<file path="config.mk">
export PLATFORM = sky130hd
export DESIGN_NAME = spram_req_ctrl
export DESIGN_NICKNAME = d
export VERILOG_FILES = /design/src/rtl/spram_pkg.sv /design/src/rtl/spram_rsp_fifo.sv /design/src/rtl/spram_req_ctrl.sv
export SDC_FILE = /design/constraint.sdc
export NUM_CORES = 1
export LEC_CHECK = 0
export ABC_AREA = 1
export ABC_CLOCK_PERIOD_IN_PS = 3150
export BUFFER_PORTS_ARGS = -buffer_cell sky130_fd_sc_hd__buf_2
export CORE_MARGIN = 2
export CORE_UTILIZATION = 35
export DETAILED_ROUTE_END_ITERATION = 16
export GPL_TIMING_DRIVEN = 0
export SETUP_SLACK_MARGIN = 0.1
export SLEW_MARGIN = 20
export SYNTH_ARGS = -nofsm -noshare
export SYNTH_HDL_FRONTEND = slang
export SYNTH_HIERARCHICAL = 1
export SYNTH_SLANG_ARGS = --single-unit
</file>
<file path="constraint.sdc">
create_clock -name clk -period 3.15 [get_ports clk]
set_input_delay 0.315 -clock clk [delete_from_list [all_inputs] [get_ports clk]]
set_output_delay 0.315 -clock clk [all_outputs]
set_load 0.02 [all_outputs]
</file>
<file path="src/rtl/spram_pkg.sv">
// Shared constants for the single-port RAM request controller.
package spram_pkg;

  // Controller FSM encoding.
  typedef logic state_t;
  localparam state_t ST_INIT = 1'b0;
  localparam state_t ST_RUN  = 1'b1;

  // Depth of the read-response buffer.
  localparam int RSP_DEPTH = 2;

endpackage

</file>
<file path="src/rtl/spram_rsp_fifo.sv">
// Two-entry synchronous FIFO that holds read data until the consumer takes it.
module spram_rsp_fifo
  import spram_pkg::*;
#(
  parameter int WIDTH = 8
) (
  input  logic             clk,
  input  logic             rst,
  input  logic             push,
  input  logic             pop,
  input  logic [WIDTH-1:0] din,
  output logic [WIDTH-1:0] dout,
  output logic             full,
  output logic             empty,
  output logic [1:0]       count
);

  logic [WIDTH-1:0] mem [RSP_DEPTH];
  logic             wr_ptr;
  logic             rd_ptr;
  logic             do_push;
  logic             do_pop;

  // A pop frees a slot in the same cycle, so a push into a full FIFO is legal when popping.
  assign do_pop  = pop & ~empty;
  assign do_push = push & (~full | do_pop);

  assign full  = (count == 2'(RSP_DEPTH));
  assign empty = (count == 2'd0);
  assign dout  = mem[rd_ptr];

  // Storage, pointers and occupancy; entries are zeroed on reset so the head reads 0.
  always_ff @(posedge clk or posedge rst) begin
    if (rst) begin
      for (int i = 0; i < RSP_DEPTH; i++) mem[i] <= '0;
      wr_ptr <= 1'b0;
      rd_ptr <= 1'b0;
      count  <= 2'd0;
    end else begin
      if (do_push) begin
        mem[wr_ptr] <= din;
        wr_ptr      <= ~wr_ptr;
      end
      if (do_pop) rd_ptr <= ~rd_ptr;
      case ({do_push, do_pop})
        2'b10:   count <= count + 2'd1;
        2'b01:   count <= count - 2'd1;
        default: count <= count;
      endcase
    end
  end

endmodule

</file>
<file path="src/rtl/spram_req_ctrl.sv">
// Valid/ready front end for a single-port RAM with a post-reset clear pass.
//
// Handshake semantics: a request transfers on a posedge where req_valid and
// req_ready are both high; a response transfers on a posedge where rsp_valid
// and rsp_ready are both high. req_ready depends combinationally on rsp_ready
// (a pop this cycle frees a credit for a read accepted this cycle).
module spram_req_ctrl
  import spram_pkg::*;
#(
  parameter int                    DATA_WIDTH     = 8,
  parameter int                    ADDR_WIDTH     = 4,
  parameter logic [DATA_WIDTH-1:0] INIT_VALUE     = '0,
  parameter bit                    CLEAR_ON_RESET = 1'b1
) (
  input  logic                  clk,
  input  logic                  rst,
  input  logic                  req_valid,
  output logic                  req_ready,
  input  logic                  req_we,
  input  logic [ADDR_WIDTH-1:0] req_addr,
  input  logic [DATA_WIDTH-1:0] req_wdata,
  output logic                  rsp_valid,
  input  logic                  rsp_ready,
  output logic [DATA_WIDTH-1:0] rsp_rdata,
  output logic                  ram_we,
  output logic [ADDR_WIDTH-1:0] ram_addr,
  output logic [DATA_WIDTH-1:0] ram_din,
  input  logic [DATA_WIDTH-1:0] ram_dout,
  output logic                  init_done
);

  state_t                state;
  logic [ADDR_WIDTH-1:0] clr_cnt;
  logic                  clr_last;
  logic                  rd_pending;
  logic                  accept;
  logic                  rd_accept;
  logic                  pop;
  logic [1:0]            fifo_count;
  logic                  fifo_full;
  logic                  fifo_empty;
  logic [2:0]            credit_use;

  assign clr_last  = (clr_cnt == {ADDR_WIDTH{1'b1}});
  assign accept    = req_valid & req_ready;
  assign rd_accept = accept & ~req_we;
  assign pop       = rsp_valid & rsp_ready;
  assign rsp_valid = ~fifo_empty;

  // Slots committed after this cycle: buffered words plus the read in flight,
  // minus the word leaving now. A new request needs that to stay below depth.
  assign credit_use = {1'b0, fifo_count} + {2'b00, rd_pending} - {2'b00, pop};
  // The full term is implied by the count sum; it is kept explicit for clarity.
  assign req_ready  = (state == ST_RUN) & ~(fifo_full & ~pop)
                    & (credit_use < 3'(RSP_DEPTH));

  // Clear-pass sequencing and init_done flag.
  always_ff @(posedge clk or posedge rst) begin
    if (rst) begin
      state     <= ST_INIT;
      clr_cnt   <= '0;
      init_done <= 1'b0;
    end else if (state == ST_INIT) begin
      if (!CLEAR_ON_RESET || clr_last) begin
        state     <= ST_RUN;
        init_done <= 1'b1;
      end
      if (CLEAR_ON_RESET) clr_cnt <= clr_cnt + 1'b1;
    end
  end

  // One-cycle read latency tracker: the RAM word is valid the cycle after acceptance.
  always_ff @(posedge clk or posedge rst) begin
    if (rst) rd_pending <= 1'b0;
    else     rd_pending <= rd_accept;
  end

  // RAM port mux: clear writes during INIT, pass-through of the request channel in RUN.
  always_comb begin
    ram_we   = 1'b0;
    ram_addr = req_addr;
    ram_din  = req_wdata;
    if (state == ST_INIT) begin
      if (CLEAR_ON_RESET) begin
        ram_we   = 1'b1;
        ram_addr = clr_cnt;
        ram_din  = INIT_VALUE;
      end
    end else begin
      ram_we = accept & req_we;
    end
    if (rst) ram_we = 1'b0;
  end

  spram_rsp_fifo #(
    .WIDTH (DATA_WIDTH)
  ) u_rsp_fifo (
    .clk   (clk),
    .rst   (rst),
    .push  (rd_pending),
    .pop   (pop),
    .din   (ram_dout),
    .dout  (rsp_rdata),
    .full  (fifo_full),
    .empty (fifo_empty),
    .count (fifo_count)
  );

endmodule

</file>
Yosys cells after proc, flatten, opt, wreduce, memory -nomap -nowiden:

Cells that the tools add are included.

* output and inout port bits: 24
* input bits: 25
* word-level logic and storage cells: 59
* register bits: 27

* reductions and logical operators: 4
* mux-type cells: 13
* add/subtract/negate cells: 5
* bitwise gates (word level): 20
* magnitude comparators: 4
* equal/unequal tests: 4

Operators with widths (count)
* 8-bit 2-to-1 mux: 5
* 16-bit bitwise mux: 1
* 1-bit bitwise AND: 9
* 8-bit demux with 1-bit select: 1
* 1-bit inverter: 8
* 4-bit by 1-bit adder with 4-bit output (second input constant): 1
* 2-bit equality test (second input constant): 2
* 4-bit equality test (second input constant): 1
* 2-bit >= comparator (second input constant): 2
* 1-bit 2-to-1 mux: 4
* 4-bit 2-to-1 mux: 1
* 1-bit inverter with 2-bit output: 2
* 2-bit one-hot mux with 2 select lines: 1
* 2-bit by 1-bit adder with 3-bit output: 1
* 3-bit by 2-bit less-than comparator with 1-bit output (second input constant): 1
* 3-bit by 1-bit subtractor with 3-bit output: 1
* 2-bit by 1-bit adder with 2-bit output (second input constant): 1
* 2-bit by 1-bit equality test with 1-bit output (second input constant): 1
* 2-bit zero test: 1
* 2-bit by 1-bit less-than comparator with 1-bit output (second input constant): 1
* 2-bit AND reduction: 1
* 2-bit nonzero test: 1
* 2-bit by 1-bit subtractor with 2-bit output (second input constant): 1
* 1-bit logical AND: 1
* 1-bit OR: 1

Longest topological paths before layout:

Gate-level depths: netlist of run 1.

* depth in word-level cells: 12
* gate-level depth with buffers: 15
* gate-level depth less buffers: 15

Cells and area by module:

Netlist of run 1, hierarchy kept.

By module, submodules not included
* spram_rsp_fifo: cells each 116, instances 1, area each 983.4 um^2, seq. area each 500.5 um^2
* spram_req_ctrl: cells each 72, instances 1, area each 509.2 um^2, seq. area each 175.2 um^2

Worst setup path after synthesis of run 1:

No wires, ideal clock.

* path type: register to output
* start point: register u_rsp_fifo.count[1]
* end point: output ram_we
* required time: 2.835 ns
* arrival: 2.470 ns
* stages on the path, launching flop included: 15
* path slack: 0.365 ns
* path buffers: 0
* cells stage by stage: dfrtp_1 -> inv_1 -> nand2_1 -> inv_1 -> nor2_1 -> ha_1 -> inv_1 -> nand2_1 -> fa_1 -> nand2_2 -> inv_2 -> nand2_2 -> nor2_2 -> nand4_1 -> a21oi_1

* longest elaborated chain between the ends: 12
* elaborated cells between the ends (all ways): 16
* classes of those cells: 2 x add/sub; 1 x order compare; 1 x eq/ne; 2 x mux; 9 x bitwise; 1 x reduce/logical

RTL lines
* from (decl): line spram_rsp_fifo.sv:15 `output logic [1:0] count`
* from (signal assigned): line spram_rsp_fifo.sv:46 `2'b10: count <= count + 2'd1;`
* from (signal assigned): line spram_rsp_fifo.sv:47 `2'b01: count <= count - 2'd1;`
* from (signal assigned): line spram_rsp_fifo.sv:48 `default: count <= count;`
* 2-bit zero test *: line spram_rsp_fifo.sv:29 `assign empty = (count == 2'd0);`
* net fifo_empty: line spram_req_ctrl.sv:41 `logic fifo_empty;`
* 1-bit inverter *: line spram_req_ctrl.sv:48 `assign rsp_valid = ~fifo_empty;`
* 1-bit bitwise AND *: line spram_req_ctrl.sv:47 `assign pop = rsp_valid & rsp_ready;`
* net pop: line spram_req_ctrl.sv:38 `logic pop;`
* parallel branches: the longest is 4 deep, another holds 3-bit by 1-bit subtractor with 3-bit output
* 1-bit bitwise AND *: line spram_req_ctrl.sv:55 `& (credit_use < 3'(RSP_DEPTH));`
* 1-bit bitwise AND *: line spram_req_ctrl.sv:45 `assign accept = req_valid & req_ready;`
* 1-bit bitwise AND *: line spram_req_ctrl.sv:90 `ram_we = accept & req_we;`
* 1-bit 2-to-1 mux *: line spram_req_ctrl.sv:83 `if (state == ST_INIT) begin`
* 1-bit 2-to-1 mux *: line spram_req_ctrl.sv:92 `if (rst) ram_we = 1'b0;`
* to (decl): line spram_req_ctrl.sv:25 `output logic ram_we,`

Mark *: on every way through the listed nets, which the timed path passes.

Final worst setup path of run 1:

* start point: register u_rsp_fifo.count[0]
* end point: output ram_we

The elaborated chain is that of the path after synthesis.

==> results of run 1 <==
## per-layer routing
layer	vias up	GRT usage
met5	-	0
met4	0	0.0458
met3	4	0.0233
met2	21	0.238
met1	622	0.191
li1	692	-
## state kept, by name, summed over array words and instances (netlist names)
signal,flops
u_rsp_fifo/rd_ptr,1
rd_pending,1
u_rsp_fifo/wr_ptr,1
u_rsp_fifo/mem,16
clr_cnt,4
init_done,1
u_rsp_fifo/count,2
state,1
## critical path: stages (launching register included)
cell and delay [ns]:
sky130_fd_sc_hd__dfrtp_2 0.44, sky130_fd_sc_hd__inv_4 0.09, sky130_fd_sc_hd__nand2_2 0.08, sky130_fd_sc_hd__inv_2 0.08
sky130_fd_sc_hd__nor2_4 0.06, sky130_fd_sc_hd__ha_1 0.29, sky130_fd_sc_hd__inv_1 0.05, sky130_fd_sc_hd__nand2_1 0.06
sky130_fd_sc_hd__fa_1 0.51, sky130_fd_sc_hd__nand2_2 0.06, sky130_fd_sc_hd__inv_2 0.04, sky130_fd_sc_hd__nand2_2 0.04
sky130_fd_sc_hd__nor2_2 0.09, sky130_fd_sc_hd__nand4_1 0.09, sky130_fd_sc_hd__a21oi_1 0.14, sky130_fd_sc_hd__buf_4 0.15
## per-stage QoR
stage | total power, mW | hold slack [ns] | util
2_1_floorplan | 1.13 | 0.118 | -
4_1_cts | 1.56 | 0.203 | 0.459
5_1_grt | 1.72 | 0.201 | 0.468
3_3_place_gp | 1.33 | 0.273 | 0.442
3_5_place_dp | 1.35 | 0.274 | 0.442
6_report | 1.58 | 0.208 | 0.468
## final timing paths
path	to	from	cells after the start	slack, ns
min reg2reg	init_done	init_done	1	0.48
max in group asynchronous	u_rsp_fifo/count[1]	rst	3	1.86
min in group asynchronous	clr_cnt[1]	rst	3	0.53
min	rd_pending	req_we	2	0.21
max	ram_we	u_rsp_fifo/count[0]	15	0.29
max reg2reg	rd_pending	u_rsp_fifo/count[0]	15	0.94
## area by class of cell
type                    count  share of cell area
multi-input cells         123               0.351
well taps                  50              0.0330
plain buffers               5              0.0191
flip-flops and latches     27               0.357
inverters                  33              0.0666
clock buffers               4              0.0237
repair buffers             53               0.149
## repair_timing
| item | 4_1_cts | 5_1_grt |
|---|---|---|
| setup endpoints to repair | 2 | 2 |
| buffers inserted | 0 | 4 |
| hold buffers | 1 | 0 |
| resized for setup | 4 | 5 |
| hold endpoints to repair | 7 | 0 |
## cells by family after synthesis
logic type                 share of synthesized area
and+or+nand+nor                                0.274
buffers and inverters                          0.107
AOI/OAI and AO/OA                              0.112
DFF                                            0.453
xor gates and xnor gates                      0.0235
adders and majority gates                     0.0302
## layout by cell type (no fill, tap or decap), types with 3 or more instances in the layout
master	instances
sky130_fd_sc_hd__nand3_1	5
sky130_fd_sc_hd__inv_1	29
sky130_fd_sc_hd__nand2_2	6
sky130_fd_sc_hd__xnor2_1	3
sky130_fd_sc_hd__buf_2	49
sky130_fd_sc_hd__nand2_1	61
sky130_fd_sc_hd__nor2_1	3
sky130_fd_sc_hd__o21ai_0	25
sky130_fd_sc_hd__buf_4	5
sky130_fd_sc_hd__inv_2	3
sky130_fd_sc_hd__clkbuf_8	3
sky130_fd_sc_hd__dfrtp_1	25
## power breakdown
group / total (mW) / internal [mW] / switching, mW
registers: 0.548 / 0.473 / 0.0749
clock network: 0.192 / 0.0905 / 0.101
logic: 0.844 / 0.316 / 0.528
total: 1.58 / 0.880 / 0.704
==> results.md, run 1 <==
Drt:
- The met2 wire length is between 1.5 and 2 mm.
- In this run, the number of DRC markers left after iteration 0 of detailed routing was around 70.
- In the final routed layout, each cell accounts on average for 10.9 µm.
- In the routed layout, each cell is associated on average with a via count of between 4 and 5.
- The top routing layer in use is met4.
- For this run, design rule violations remaining after detail routing come to 0.
- The routed design uses 104 µm of met3 wire.
- The via count is between 1000 and 1500.
- The remaining number of nets flagged by the antenna check after routing is 0.
- The first TritonRoute pass finished after 6 iterations.
- For this block, wires on met1 add up to around 1.5 mm.
- After detailed routing, the total wire length is around 3.2 mm.

Synth:
- By count the netlist is led by sky130_fd_sc_hd__nand2_1 (62), sky130_fd_sc_hd__inv_1 (31), sky130_fd_sc_hd__dfrtp_1 (27), sky130_fd_sc_hd__o21ai_0 (25).
- The most used flip-flop cell after synthesis is sky130_fd_sc_hd__dfrtp_1.
- Synthesis handed over a netlist of ~190 instances.
- The flop and latch count out of synthesis is 27.
- The total of warnings raised by yosys is 6.
- Counting every net in the synthesized netlist gives 216.
- The register area share after synthesis is 0.453.
- Counting flops with an async set or reset pin after synthesis yields a share of 1.00.
- In the post-synthesis netlist, the cell with the most instances is sky130_fd_sc_hd__nand2_1.
- Ranked by total cell area, the synthesized netlist is headed by sky130_fd_sc_hd__dfrtp_1 (45%), sky130_fd_sc_hd__nand2_1 (16%), sky130_fd_sc_hd__o21ai_0 (8.4%).
- Counting flops with a built-in enable in the synthesized netlist gives 0.
- The mapped cell area is between 1000 and 1500 µm².
- The dominant cell type by area after synthesis is sky130_fd_sc_hd__dfrtp_1.
- The average footprint of a synthesized cell is ~8 µm².
- The share of synthesized area in the top cell type comes to 0.453.
- Counting distinct cell types in the post-synthesis netlist gives 26.

GRT:
- The number of global-route vias before repair was ~1300.
- The first global-routing pass estimated 5.75 mm of wire.
- In the global route stage, overall resource usage came out at 0.143.
- The number of antenna violations at the first check in global routing is 0.
- Global routing finished with a remaining overflow of 0.
- Entering global routing, the biggest net connects 21 pins.

Clock network:
- Clock tree synthesis selected as its root buffer the cell sky130_fd_sc_hd__clkbuf_8.
- No sink is reached through more buffers than the 2 on the longest clock path.
- The clock edge transition at the registers on the reported setup and hold paths is roughly 0.090 ns.
- CTS saw 27 sinks.
- TritonCTS built the clock tree.
- In this run, CTS created clock tree buffers numbering 3.
- The later pin in the worst-skew pair is clocked with a latency of 0.27 ns.
- In this run the number of H-tree levels came out at 1.

Setup path:
- STA puts the critical path data required time at between 2 and 3 ns.
- The worst setup path is launched from a flip-flop.
- The category of the worst setup path capture point is an output pin.
- Data on the critical path arrives at its endpoint at ~2.5 ns.
- The category of the critical setup timing path is flip-flop to output pin.
- Of all nets on the critical path, the largest fanout is 6.

STA:
- Subtracting the final worst setup slack from the clock period gives ~2.9 ns.
- The worst setup skew after layout is slightly below 0.007 ns.
- The final count of pins violating max slew came to 0.
- Setup repair after global routing left no endpoint under its margin.
- The total of endpoints with negative setup slack in the final report is 0.
- The maximum operating frequency is between 300 and 400 MHz.
- In the post-route analysis, the smallest setup slack over all paths is 0.294 ns.
- The pin slew with the least headroom to its limit is a little under 0.8 ns.
- The aggregate negative setup slack is 0 ns.
- The worst slew margin relative to its limit is 0.473.
- The final hold violation count was 0.
- The final period utilization is 0.907.

Finish:
- The number of nets in the layout is 274.
- The number of antenna diodes in the final layout is 0.
- The finished layout holds approximately 300 standard cells, fillers aside.
- The register area is 678 µm².
- The multi-input combinational cell area is between 600 and 700 µm².
- The total of fill cells in the finished design is 407.
- Compared with the post-synthesis result, the final layout area differs by 27.2%.
- The fraction of final layout cells sized beyond drive strength 1 is 0.331.
- The final design instance area without fill is approximately 1900 µm².

Placed design:
- The placed wire-length estimate after detailed placement is between 2 and 2.5 mm.
- Port buffering added 48 buffers.
- The total placed instance area is 1800 µm².
- In this run, placement finished with an instance count of around 290.
- The post-placement worst setup slack is 0.183 ns.
- The final weighted congestion in routability-driven placement is 0.760.

Pwr:
- IR analysis of the VDD net gives a maximum drop of about 0.31 mV.
- For this design the ratio of total power to cell area is 834 nW/µm².
- Summed over all cells, the static leakage comes to around 1.1 nW.

Outcome:
- The flow ran to the end, and the final reports show no timing, DRC or antenna violations.

Flow run:
- The number of violations of the max-capacitance limit is 0.

Floorplanning:
- The die is roughly 70 µm wide.
- The floorplan step defined a die boundary enclosing between 4000 and 5000 µm².
- The boundary pin count is between 40 and 50.
- The overall die height is 69.3 µm.
- After floorplanning, the core was divided into 23 placement rows.
- For this configuration, the core starts out at a cell density of 0.368.
- The floorplan core area is 4060 µm².

Min path:
- The tightest min-delay check is of the primary input to flip-flop type.
(Power assumes the default switching activity.)
==> run 2: changes to the inputs <==
CELL_PAD_IN_SITES_DETAIL_PLACEMENT = 0   (was default)
CELL_PAD_IN_SITES_GLOBAL_PLACEMENT = 1   (was default)
PLACE_DENSITY_LB_ADDON = 0.1   (was default)
==> run 2 against run 1 <==
  * Sequential share of layout area grew 0.12 points
  * Routed wire length grew 0.62%
  * Via count shrank 1.1%
  * Final area shrank 0.33%
  * Setup slack lost 0.029 ns
  * Flip-flop and latch count is the same
  * Utilization shrank 0.15 points
  * Critical path type unchanged
  * Largest power group unchanged
==> results.md, run 2 (synthesis gave the netlist of run 1 again) <==
Outcome:
- Result of the run: finished clean (unchanged).

Clock network:
- The source-to-sink clock delay at the later pin of the worst-skew pair came to 0.28 ns (was 0.27 ns).
- The root cell of the clock tree is sky130_fd_sc_hd__clkbuf_8 (unchanged).
- The number of sinks on the clock net is 27 (unchanged).
- The CTS tree is done (unchanged).
- The TritonCTS buffer count was 3 (unchanged).
- The number of levels the H-tree was split into is 1 (unchanged).
- The clock edge transition at the registers on the reported setup and hold paths is 0.10 ns (was 0.09 ns).
- The maximum clock path buffer count is 2 (unchanged).

STA:
- The final count of pins violating max slew came to 0 (unchanged).
- The pin slew with the least headroom to its limit is 0.797 ns (was 0.790 ns).
- Setup repair after global routing missed its margin: no (unchanged).
- The aggregate negative setup slack was 0 ns (unchanged).
- The worst slew margin relative to its limit is 0.468 (was 0.473).
- The final hold violation count came to 0 (unchanged).
- The worst setup skew after layout is 0.00815 ns (was 0.00680 ns).
- The minimum clock period is 2.88 ns (was 2.86 ns).
- The maximum operating frequency is 347 MHz (was 350 MHz).
- The total of endpoints with negative setup slack in the final report is 0 (unchanged).
- The final period utilization is 0.916 (was 0.907).

Floorplanning:
- The floorplan core area came to 4060 µm² (unchanged).
- The area of the die is 4800 µm² (unchanged).
- The boundary pin count is 49 (unchanged).
- The initial standard-cell utilization of the core is 0.368 (unchanged).
- The overall die height is 69.3 µm (unchanged).
- The number of cell rows is 23 (unchanged).
- The horizontal extent of the die is 69.3 µm (unchanged).

Pwr:
- The cell area power density is 833 nW/µm² (was 834 nW/µm²).
- The switching part of the total is 0.449 (was 0.444).
- The leakage power of the design came to 1.06 nW (was 1.07 nW).
- The sequential share of power is 0.347 (was 0.346).
- The net load switching power is 708 µW (was 704 µW).
- The worst-case vdd ir drop is 0.388 mV (was 0.309 mV).
- The cell-internal power is 867 µW (was 880 µW).
- The fraction of power consumed by the clock network was 0.128 (was 0.121).
- The combinational power share came to 0.524 (was 0.533).

Finish:
- The number of flip-flops in the largest register came to 16 (unchanged).
- Largest registers: u_rsp_fifo/mem (16), clr_cnt (4), u_rsp_fifo/count (2) (unchanged).
- The fraction of final layout cells sized beyond drive strength 1 was 0.324 (was 0.331).
- The number of antenna diodes was 0 (unchanged).
- The total of fill cells in the finished design is 425 (was 407).
- The number of nets in the layout is 273 (was 274).
- The most common cell after layout, fill and taps aside was sky130_fd_sc_hd__nand2_1 (unchanged).
- The area growth from synthesis to layout is 26.7% (was 27.2%).
- The utilization after layout is 0.466 (was 0.468).
- The final design instance area without fill is 1890 µm² (was 1900 µm²).
- The register ranked first by flip-flop count was u_rsp_fifo/mem (unchanged).
- Commonest cells after routing, fill and taps aside: sky130_fd_sc_hd__nand2_1 (62), sky130_fd_sc_hd__buf_2 (49), sky130_fd_sc_hd__inv_1 (30) (was sky130_fd_sc_hd__nand2_1 (61), sky130_fd_sc_hd__buf_2 (49), sky130_fd_sc_hd__inv_1 (29)).

Setup path:
- The critical path buffer and inverter count is 5 (unchanged).
- The kind of cell adding the most delay to the critical path is adder cells (unchanged).
- The critical path required time was 2.83 ns (about the same).
- The top fanout value on the critical path is 6 (unchanged).
- The worst stage delay on the critical path came to 0.50 ns (was 0.51 ns).
- The category of the critical setup timing path is flip-flop to output pin (unchanged).
- The category of the worst setup path capture point is an output pin (unchanged).
- The worst path arrival time is 2.57 ns (was 2.54 ns).
- Sequence of cells on the critical path: inv_4 > nand2_1 > inv_2 > nor2_4 > ha_1 > inv_1 > nand2_1 > fa_1 > nand2_2 > inv_2 > nand2_2 > nor2_2 > nand4_1 > a21oi_1 > buf_4 (was inv_4 > nand2_2 > inv_2 > nor2_4 > ha_1 > inv_1 > nand2_1 > fa_1 > nand2_2 > inv_2 > nand2_2 > nor2_2 > nand4_1 > a21oi_1 > buf_4).
- The startpoint type of the worst setup path was a flip-flop (unchanged).
- The cell at the slowest stage of the critical path is sky130_fd_sc_hd__fa_1 (unchanged).

Placed design:
- The total of buffers placed on input and output ports is 48 (unchanged).
- The placed wire-length estimate after detailed placement was 2.37 mm (was 2.44 mm).
- The final weighted congestion in routability-driven placement is 0.687 (was 0.760).
- The total placed instance area is 1800 µm² (unchanged).

Drt:
- The aggregate routed wire length is 3.24 mm (was 3.22 mm).
- The count of TritonRoute iterations in the first routing pass was 4 (was 6).
- The via count is 1324 (was 1339).
- The per-cell routed wire length came to 11.0 µm (was 10.9 µm).
- The remaining number of nets flagged by the antenna check after routing is 0 (unchanged).
- The count of unresolved DRC violations after routing is 0 (unchanged).
- The post-detailed-route via-to-cell ratio is 4.50 (was 4.54).
- The count of routing violations after the opening detailed-route iteration came to 51 (was 69).

Min path:
- The path class of the lowest-slack min-delay path is primary input to flip-flop (unchanged).

GRT:
- The number of antenna violations at the first check in global routing is 0 (unchanged).
- The total routing resource utilization after global routing is 0.143 (about the same).
- The leftover overflow at the end of global routing is 0 (unchanged).
- The maximum number of pins on one net before global-route repair is 21 (unchanged).
- The first-pass GRT wire length is 5.64 mm (was 5.75 mm).
- The number of global-route vias before repair is 1218 (was 1281).

Flow run:
- The number of violations of the max-capacitance limit is 0 (unchanged).
[run 2: path summary, 6_finish.rpt]
path,startpoint,end,slack [ns],cells past startpoint
setup / recovery,u_rsp_fifo/count[0],ram_we,0.27,15
hold / removal,req_we,rd_pending,0.21,2
setup reg to reg,u_rsp_fifo/count[0],rd_pending,0.91,15
hold reg to reg,init_done,init_done,0.47,1
max in group asynchronous,rst,u_rsp_fifo/count[1],1.86,3
min in group asynchronous,rst,rd_pending,0.53,3
[run 2: per-layer routing]
layer | share of wire | vias to the layer above | global-route usage
li1 | - | 691 | -
met1 | 0.45 | 594 | 0.181
met2 | 0.49 | 37 | 0.241
met3 | 0.055 | 2 | 0.0392
met4 | 0.0074 | 0 | 0.0327
met5 | 0 | - | 0
[run 2: cell type report]
cell class | count | area (µm²) | share of cell area
buffer | 5 | 36.3 | 0.0192
clock buffer | 3 | 41.3 | 0.0218
clock inverter | 1 | 7.51 | 0.00397
inverter | 33 | 126 | 0.0668
multi-input combinational | 123 | 664 | 0.351
sequential | 27 | 678 | 0.358
tap | 50 | 62.6 | 0.0331
timing repair buffer | 52 | 275 | 0.146
[run 2: timing repair]
item / in CTS / in global routing
endpoints found under the setup margin: 2 / 2
buffers inserted: 0 / 3
resized for setup: 4 / 3
endpoints found under the hold margin: 7 / 0
hold buffers: 1 / 0
pin swaps: 0 / 1
[run 2: power groups by stage]
stage	sequential, mW	clock, mW	combinational (mW)
after floorplan	0.541	0	0.585
after global placement	0.557	0	0.785
after detailed placement	0.561	0	0.789
after CTS	0.557	0.212	0.800
after global routing	0.563	0.226	0.937
final	0.547	0.202	0.826
[run 2: worst register-to-register path, delay by kind of cell (launching register included)]
family,cells,cell delay [ns]
fa+ha+maj,2,0.79
buf+inv,4,0.28
simple gates,9,0.65
flops,1,0.45
[run 2: through the flow]
step | cells | hold slack, ns | total power, mW | setup WS (ns)
2_1_floorplan | 188 | 0.118 | 1.13 | 0.365
3_3_place_gp | 286 | 0.277 | 1.34 | 0.172
3_5_place_dp | 286 | 0.283 | 1.35 | 0.172
4_1_cts | 291 | 0.195 | 1.57 | 0.111
5_1_grt | 294 | 0.198 | 1.73 | 0.0967
6_report | 294 | 0.206 | 1.58 | 0.265
